## config.mk

```make
export PLATFORM = sky130hd
export DESIGN_NAME = led_cube_frame_buffer
export DESIGN_NICKNAME = d
export VERILOG_FILES = /design/src/rtl/led_cube_frame_buffer.sv
export SDC_FILE = /design/constraint.sdc
export NUM_CORES = 1
export LEC_CHECK = 0
export CORE_MARGIN = 3
export CORE_UTILIZATION = 31
export CTS_BUF_LIST = sky130_fd_sc_hd__clkbuf_8
export DETAILED_ROUTE_END_ITERATION = 10
export SYNTH_ARGS = -nofsm -noshare
export SYNTH_HDL_FRONTEND = slang
export SYNTH_SLANG_ARGS = --single-unit
export TNS_END_PERCENT = 30
```

## constraint.sdc

```tcl
create_clock -name clk -period 6.1 [get_ports clk]
set_clock_uncertainty 0.2 [all_clocks]
set_input_delay 1.83 -clock clk [delete_from_list [all_inputs] [get_ports clk]]
set_output_delay 1.83 -clock clk [all_outputs]
set_load 0.01 [all_outputs]
```

## src/rtl/led_cube_frame_buffer.sv

```systemverilog
// 8x8x8 LED cube frame buffer: UART frame receiver into a back buffer and a
// layer-multiplexed scan-out of the front buffer, swapped at frame boundaries.
module led_cube_frame_buffer #(
  parameter int unsigned LAYER_HOLD = 2000,
  parameter int unsigned RX_TIMEOUT = 5000000
) (
  input  logic       clk,
  input  logic       rst_n,
  input  logic [7:0] uart_in,
  input  logic       readdatavalid,
  output logic [7:0] Layers_out,
  output logic [7:0] Latches_out,
  output logic [7:0] Data_out,
  output logic [3:0] mode,
  output logic [7:0] frame_count,
  output logic       rx_error
);

  localparam int unsigned HOLD_W = (LAYER_HOLD > 1) ? $clog2(LAYER_HOLD) : 1;
  localparam int unsigned TMO_W  = (RX_TIMEOUT > 1) ? $clog2(RX_TIMEOUT) : 1;
  localparam logic [HOLD_W-1:0] HOLD_LAST = HOLD_W'(LAYER_HOLD - 1);
  localparam logic [TMO_W-1:0]  TMO_LAST  = TMO_W'(RX_TIMEOUT - 1);
  localparam logic [7:0]        HDR_BYTE  = 8'hA5;

  typedef enum logic [1:0] {RX_HDR, RX_LOAD, RX_DISCARD} rx_state_t;
  typedef enum logic [1:0] {SC_BLANK, SC_SETUP, SC_STROBE, SC_HOLD} sc_state_t;

  rx_state_t         r_rx_state;
  logic [5:0]        r_wr_ptr;
  logic [TMO_W-1:0]  r_timer;
  logic [3:0]        r_mode;
  logic [7:0]        r_frame_count;
  logic              r_rx_error;
  logic              r_swap_pending;
  logic              r_front_sel;
  logic [7:0]        r_buf [2][64];

  sc_state_t         r_sc_state;
  logic [2:0]        r_layer;
  logic [2:0]        r_col;
  logic [HOLD_W-1:0] r_hold;
  logic [7:0]        r_layers;
  logic [7:0]        r_latches;
  logic [7:0]        r_data;

  logic              w_load_wr;
  logic              w_frame_done;
  logic              w_swap;
  logic              w_back_sel;
  logic [2:0]        w_rd_col;
  logic [7:0]        w_rd_data;

  assign w_load_wr    = (r_rx_state == RX_LOAD) && readdatavalid;
  assign w_frame_done = w_load_wr && (r_wr_ptr == 6'd63);
  assign w_swap       = (r_sc_state == SC_HOLD) && (r_hold == HOLD_LAST) &&
                        (r_layer == 3'd7) && r_swap_pending;
  assign w_back_sel   = ~r_front_sel;
  // Column to load next: first column when leaving BLANK, else the following one.
  assign w_rd_col     = (r_sc_state == SC_BLANK) ? 3'd0 : (r_col + 3'd1);
  assign w_rd_data    = r_buf[r_front_sel][{r_layer, w_rd_col}];

  // Receive FSM: header/mode decode, payload load or discard, idle timeout.
  always_ff @(posedge clk) begin
    if (!rst_n) begin
      r_rx_state    <= RX_HDR;
      r_wr_ptr      <= 6'd0;
      r_timer       <= '0;
      r_mode        <= 4'd0;
      r_frame_count <= 8'd0;
      r_rx_error    <= 1'b0;
    end else begin
      case (r_rx_state)
        RX_HDR: begin
          if (readdatavalid) begin
            if (uart_in == HDR_BYTE) begin
              r_rx_error <= 1'b0;
              r_wr_ptr   <= 6'd0;
              r_timer    <= '0;
              r_rx_state <= r_swap_pending ? RX_DISCARD : RX_LOAD;
            end else if (uart_in[7:4] == 4'h0) begin
              r_mode <= uart_in[3:0];
            end
          end
        end
        RX_LOAD, RX_DISCARD: begin
          if (readdatavalid) begin
            r_timer  <= '0;
            r_wr_ptr <= r_wr_ptr + 6'd1;
            if (r_wr_ptr == 6'd63) begin
              r_rx_state <= RX_HDR;
              if (r_rx_state == RX_LOAD) r_frame_count <= r_frame_count + 8'd1;
            end
          end else if (r_timer == TMO_LAST) begin
            r_rx_state <= RX_HDR;
            r_rx_error <= 1'b1;
          end else begin
            r_timer <= r_timer + TMO_W'(1);
          end
        end
        default: r_rx_state <= RX_HDR;
      endcase
    end
  end

  // A completed frame waits for the layer-7 boundary; a swap on the same edge sees the old flag.
  always_ff @(posedge clk) begin
    if (!rst_n) begin
      r_swap_pending <= 1'b0;
      r_front_sel    <= 1'b0;
    end else if (w_swap) begin
      r_swap_pending <= 1'b0;
      r_front_sel    <= ~r_front_sel;
    end else if (w_frame_done) begin
      r_swap_pending <= 1'b1;
    end
  end

  always_ff @(posedge clk) begin
    if (!rst_n) begin
      for (int b = 0; b < 2; b++) begin
        for (int i = 0; i < 64; i++) r_buf[b][i] <= 8'h00;
      end
    end else if (w_load_wr) begin
      r_buf[w_back_sel][r_wr_ptr] <= uart_in;
    end
  end

  // Scan-out FSM; outputs are loaded on the edge that enters each state.
  always_ff @(posedge clk) begin
    if (!rst_n) begin
      r_sc_state <= SC_BLANK;
      r_layer    <= 3'd0;
      r_col      <= 3'd0;
      r_hold     <= '0;
      r_layers   <= 8'd0;
      r_latches  <= 8'd0;
      r_data     <= 8'd0;
    end else begin
      case (r_sc_state)
        SC_BLANK: begin
          r_col      <= 3'd0;
          r_data     <= w_rd_data;
          r_latches  <= 8'd0;
          r_layers   <= 8'd0;
          r_sc_state <= SC_SETUP;
        end
        SC_SETUP: begin
          r_latches  <= 8'd1 << r_col;
          r_sc_state <= SC_STROBE;
        end
        SC_STROBE: begin
          r_latches <= 8'd0;
          if (r_col == 3'd7) begin
            r_layers   <= 8'd1 << r_layer;
            r_hold     <= '0;
            r_sc_state <= SC_HOLD;
          end else begin
            r_col      <= r_col + 3'd1;
            r_data     <= w_rd_data;
            r_sc_state <= SC_SETUP;
          end
        end
        SC_HOLD: begin
          if (r_hold == HOLD_LAST) begin
            r_layers   <= 8'd0;
            r_layer    <= r_layer + 3'd1;
            r_sc_state <= SC_BLANK;
          end else begin
            r_hold <= r_hold + HOLD_W'(1);
          end
        end
        default: r_sc_state <= SC_BLANK;
      endcase
    end
  end

  assign Layers_out  = r_layers;
  assign Latches_out = r_latches;
  assign Data_out    = r_data;
  assign mode        = r_mode;
  assign frame_count = r_frame_count;
  assign rx_error    = r_rx_error;

endmodule

```

==> impl_metrics.py, run 1 <==
metrics = {
    "die": {
        "die_h_um": 404,
        "start_util": 0.313,
        "core_um2": 157000,
        "ioPinCount": 48,
        "die_w_um": 404,
        "rows": 145,
        "die_area_um2": 163000,
    },
    "clock_network": {
        "cts_tree": "built",
        "clk_pin_slew_ns": 0.06,
        "cts.htree.levels": 4,
        "clockBufferDepth": 3,
        "cts.sinks": 1114,
        "hold_buffers": 0,
        "clk_latency_ns": 0.87,
        "root_buffer": "clkbuf_8",
        "cts_buffers": 186,
        "postCtsSetupRepairBufs": 0,
        "cts-resized-gates": 0,
    },
    "sta": {
        "layout_setup_ws_ns": 1.46,
        "slew_headroom": 0.190,
        "whs_ns": 0.262,
        "setup_viol": 0,
        "rsz0062_at_grt": "false",
        "hold_viol": 0,
        "maxSlewViolCount": 0,
        "tns_ns": 0,
        "fin_crit_sh": 0.760,
        "tightest_slew_ns": 1.21,
        "min_period_ns": 4.64,
        "max_freq_ghz": 0.216,
    },
    "layout": {
        "fin_util": 0.352,
        "nNetsFinal": 3699,
        "fin_cells": 5883,
        "fin_area_um2": 55200,
        "layout-drive-gt1-share": 0.137,
        "area_delta_synth_final_pct": 12.4,
    },
    "logic_synthesis": {
        "synth.cells.most_frequent": "1024 x edfxtp_1, 524 x and3_1, 397 x nand2_1",
        "yosysWarningCount": 0,
        "async_reset_ff_frac": 0,
        "post-synth-top-count-cell": "edfxtp_1",
        "synth-main-ff-cell": "edfxtp_1",
        "synthXorXnorAreaFrac": 0.00749,
        "syn_inst": 3688,
        "yosys.area_share.simple": 0.155,
        "ys_top_cells_by_area": "edfxtp_1 63%, and3_1 6.7%, mux4_2 4.9%",
        "synth_nets": 3717,
        "synthAdderAreaFrac": 0.00458,
        "yosysSeqAreaShare": 0.662,
        "synth_edf_count": 1024,
        "avgSynthCellArea_um2": 13.3,
        "yosysTopAreaCell": "edfxtp_1",
        "synth.distinct_cells": 77,
        "synth-compound-area-share": 0.0606,
        "ys_seq_elements": 1114,
        "syn-cell-area_um2": 49100,
        "synth_top_area_share": 0.626,
        "synth_top_family_by_area": "simple AND/OR/NAND/NOR gates",
        "synth_mux_area_frac": 0.0743,
    },
    "global_routing": {
        "grt_pass1_vias": 31163,
        "grt_use_total": 0.179,
        "gr-total-overflow": 0,
        "antenna_found_initial": 11,
        "grt_max_degree": 115,
        "grt_pass1_wl_um": 216000,
    },
    "detailed_routing": {
        "drc": 0,
        "wl_um": 149000,
        "drtIter0Drc": 4057,
        "ant_nets": 0,
        "viasPerCell": 5.48,
        "via_count": 32254,
        "wire_per_inst_um": 25.3,
        "drt_pass1_iterations": 6,
    },
    "power_and_ir_drop": {
        "p_int_mw": 12.4,
        "vdd.ir_drop.worst_v": 0.000193,
        "powerDensity_nw_per_um2": 298,
        "power_frac_seq": 0.541,
        "leakagePower_nw": 20.6,
        "pwr-share-comb": 0.074,
        "sw_frac_of_total": 0.249,
        "switchingPower_mw": 4.09,
        "p_clk_frac": 0.385,
        "totalPowerFinal_mw": 16.4,
    },
    "setup_path": {
        "critical_path_buf_inv_count": 1,
        "cpPeakStageDelay_ns": 1.04,
        "arrival_ns": 5.20,
        "crit_family": "simple AND/OR/NAND/NOR gates",
        "path_class": "reg2reg",
        "cp-end-kind": "flip-flop",
        "required_ns": 6.67,
        "slowest_stage": "nor3_1",
        "critPathMaxFanout": 14,
        "crit_path_start_kind": "flip-flop",
        "crit_chain": "inv_1 -> ha_1 -> o21a_2 -> nand2_1 -> nor3_1 -> nand3_1 -> nand4_1 -> o31ai_1 -> and4b_1",
    },
    "placement": {
        "place_congestion": 0.876,
        "placedCellCount": 5540,
        "hpwl_um": 92100,
        "post-place-ws_ns": 1.20,
        "io_buffers": 47,
        "place_area_um2": 51700,
    },
    "job": {
        "maxCapViolations": 0,
    },
    "outcome": {
        "status": "finished clean",
    },
    "min_path": {
        "hp-class": "reg2reg",
    },
}
power by group through the flow:
stage,logic (mW),registers (mW),clock network [mW]
floorplan,0.774,8.98,0
global placement,1.20,9.04,0
detailed placement,1.21,9.05,0
CTS,1.21,8.90,6.42
global route,1.29,8.93,6.78
finish,1.22,8.90,6.33
cells in the final DEF, fill, tap and decap left out, types with 38 or more instances in the layout:
cell	Yosys	final
dfxtp_1	90	88
clkdlybuf4s50_1	0	38
o21ai_0	78	78
clkinv_1	0	48
mux4_2	106	106
mux2i_1	125	125
inv_1	17	70
clkbuf_8	0	194
a21oi_1	112	111
nand2_1	397	396
nand3_1	172	171
edfxtp_1	1024	1024
nor2_1	160	159
a31oi_1	41	41
and3_1	524	519
buf_4	28	101
worst reg2reg max path, cell delays in order, from the launching register on:
cell and delay, ns:
dfxtp_4 0.36, inv_1 0.13, ha_1 0.76, o21a_2 0.52
nand2_1 0.54, nor3_1 1.05, nand3_1 0.29, nand4_1 0.17
o31ai_1 0.22, and4b_1 0.30
flip-flops by register name (all words and copies together), names as in the netlist, named ones only:
register	count
Data_out	8
Latches_out	8
Layers_out	8
frame_count	8
mode	4
r_buf	1024
r_col	3
r_front_sel	1
r_hold	11
r_layer	3
r_rx_state	2
r_sc_state	2
r_swap_pending	1
r_timer	23
r_wr_ptr	6
rx_error	1
path summary, 6_finish.rpt:
kind,endpoint,from,slack (ns),cells after the start
worst max-delay path,Data_out[0]$_SDFFE_PN0P_,r_col[0]$_SDFFE_PN0P_,1.46,9
worst min register to register,Layers_out[0]$_SDFFE_PN0P_,Layers_out[0]$_SDFFE_PN0P_,0.26,2
worst max register to register,Data_out[0]$_SDFFE_PN0P_,r_col[0]$_SDFFE_PN0P_,1.46,9
worst min-delay path,Layers_out[0]$_SDFFE_PN0P_,Layers_out[0]$_SDFFE_PN0P_,0.26,2
layout make-up:
class,count,area [um2]
multi-input combinational,2189,14900
sequential,1114,32600
timing repair buffer,162,1600
inverter,17,63.8
clock buffer,194,2670
clock inverter,144,823
antenna,5,12.5
fill,14972,102000
tap,2058,2570
cell families after synthesis:
logic type | Yosys count
buf+inv | 385
compound gates | 449
fa+ha+maj | 18
mux | 232
xor+xnor | 42
flops | 1114
simple gates | 1448
per-layer routing:
layer / vias to the layer above / track usage / routed length (um)
met3: 326 / 0.0355 / 14000
met4: 0 / 0.0708 / 5370
li1: 14002 / - / -
met1: 16185 / 0.243 / 60600
met2: 1741 / 0.283 / 69100
met5: - / 0 / 0
Note: power is estimated with default switching activity, not from simulation.
==> inputs of run 2 (changes only) <==
==> constraint.sdc (replaced) <==
create_clock -name clk -period 4.1 [get_ports clk]
set_clock_uncertainty 0.2 [all_clocks]
set_input_delay 1.23 -clock clk [delete_from_list [all_inputs] [get_ports clk]]
set_output_delay 1.23 -clock clk [all_outputs]
set_load 0.01 [all_outputs]
==> run 2 against run 1 <==
  * Clock-buffer cell count down 6
  * Die area unchanged
  * Register-to-register slack worse by 1.4 ns
  * Clock power up 42%
  * Worst setup slack worse by 1.4 ns
  * Utilization up 0.40 points
  * Critical path type unchanged
  * Worst hold slack better by 0.00072 ns
  * Global-route usage up 0.14 points
==> impl_metrics.py, run 2 (same netlist as run 1, synthesis figures left out) <==
metrics = {
    "placement": {
        "io_buffers": 47,
        "post-place-ws_ns": 0.0825,
        "place_congestion": 0.914,
        "placedCellCount": 5617,
        "hpwl_um": 94200,
    },
    "setup_path": {
        "arrival_ns": 4.55,
        "critPathMaxFanout": 15,
        "required_ns": 4.63,
        "path_class": "reg2reg",
        "cp-end-kind": "flip-flop",
        "crit_path_start_kind": "flip-flop",
    },
    "sta": {
        "tightest_slew_ns": 0.978,
        "maxSlewViolCount": 0,
        "rsz0062_at_grt": "false",
        "slew_headroom": 0.346,
        "setup_viol": 0,
        "fin_crit_sh": 0.982,
        "max_freq_ghz": 0.248,
        "min_period_ns": 4.03,
        "hold_viol": 0,
        "layout_setup_ws_ns": 0.0748,
        "tns_ns": 0,
    },
    "global_routing": {
        "grt_max_degree": 97,
        "gr-total-overflow": 0,
        "grt_pass1_wl_um": 219000,
        "antenna_found_initial": 9,
        "grt_pass1_vias": 31740,
        "grt_use_total": 0.180,
    },
    "layout": {
        "regMostFlops": "r_buf",
        "largest_reg_flops": 1024,
        "reg_top3": "r_buf (1024), r_timer (23), r_hold (11)",
        "layout-drive-gt1-share": 0.150,
        "nNetsFinal": 3773,
        "area_delta_synth_final_pct": 13.7,
        "layout_commonest_cell": "edfxtp_1",
        "final_cell_mix": "1024 x edfxtp_1, 519 x and3_1, 396 x nand2_1, 188 x clkbuf_8, 171 x nand3_1",
        "fin_cells": 5956,
        "n_fill_cell": 15009,
    },
    "detailed_routing": {
        "drt_pass1_iterations": 6,
        "viasPerCell": 5.48,
        "via_count": 32666,
        "drc": 0,
        "wl_um": 151000,
        "drtIter0Drc": 4343,
        "ant_nets": 0,
        "wire_per_inst_um": 25.3,
    },
    "power_and_ir_drop": {
        "vdd.ir_drop.worst_v": 0.000321,
        "powerDensity_nw_per_um2": 432,
        "leakagePower_nw": 21.1,
        "totalPowerFinal_mw": 24.1,
    },
    "clock_network": {
        "root_buffer": "clkbuf_8",
        "cts.htree.levels": 4,
        "cts_tree": "built",
        "clk_pin_slew_ns": 0.06,
        "postCtsSetupRepairBufs": 0,
        "clk_latency_ns": 0.85,
        "cts_buffers": 183,
        "clockBufferDepth": 3,
        "cts.sinks": 1114,
        "cts-resized-gates": 0,
        "hold_buffers": 0,
    },
    "die": {
        "die_w_um": 404,
        "rows": 145,
        "die_h_um": 404,
        "die_area_um2": 163000,
        "core_um2": 157000,
        "start_util": 0.313,
        "ioPinCount": 48,
    },
    "outcome": {
        "status": "finished clean",
    },
    "job": {
        "maxCapViolations": 0,
    },
    "min_path": {
        "hp-class": "reg2reg",
    },
}
[run 2: changes by cell type in the layout (fill, tap and decap cells not counted)]
cell and delta:
buf_12 +19, inv_6 +1, inv_8 -2, bufinv_16 -4, buf_4 +58, inv_1 +31, clkinv_1 -15, diode_2 -2
inv_12 -1, clkinv_2 -9, clkinv_8 +3, clkbuf_8 -6, nor3b_2 +2, nor3b_4 -2
[run 2: through the flow]
stage                     area (um2)  hold slack, ns   util
after CTS                      55800           0.264  0.356
after global placement         52500           0.254  0.335
after detailed placement       52500           0.255  0.335
after global routing           55800           0.289  0.356
final                          55900           0.263  0.356
after floorplan                49100           0.271      -
[run 2: final timing paths]
check	start	to	slack, ns	cells past startpoint
worst min register to register	Layers_out[2]$_SDFFE_PN0P_	Layers_out[2]$_SDFFE_PN0P_	0.26	2
worst max-delay path	r_col[0]$_SDFFE_PN0P_	Data_out[5]$_SDFFE_PN0P_	0.07	8
worst max register to register	r_col[0]$_SDFFE_PN0P_	Data_out[5]$_SDFFE_PN0P_	0.07	8
worst min-delay path	Layers_out[2]$_SDFFE_PN0P_	Layers_out[2]$_SDFFE_PN0P_	0.26	2
[run 2: final cells by class]
class	count	area, um2	share of cell area
flip-flops and latches	1114	32600	0.583
multi-input cells	2189	14900	0.267
clock buffers	188	2590	0.0463
well taps	2058	2570	0.0461
repair buffers	239	2410	0.0432
clock inverters	148	737	0.0132
inverters	17	63.8	0.00114
diodes	3	7.51	0.000134
[run 2: critical path, cell delays in order, from the launching register on]
cell and delay, ns:
dfxtp_4 0.41, ha_1 0.24, ha_1 0.32, o21ba_2 0.42, nand2_1 0.54, a2111oi_0 0.95, a311oi_1 0.27, a31oi_1 0.46
nor4b_2 0.08
[run 2: report_power, final]
group,internal [mW],switching [mW],leakage [nW]
registers,13.0,0.208,10.9
clock network,4.46,4.52,2.00
logic,0.590,1.34,8.19
total,18.1,6.06,21.1
[run 2: metal layers]
layer  vias up  global-route usage  share of wire
met2      1770               0.282           0.46
met4         0              0.0751          0.040
met3       358              0.0380          0.095
li1      14152                   -              -
met5         -                   0              0
met1     16386               0.244           0.40
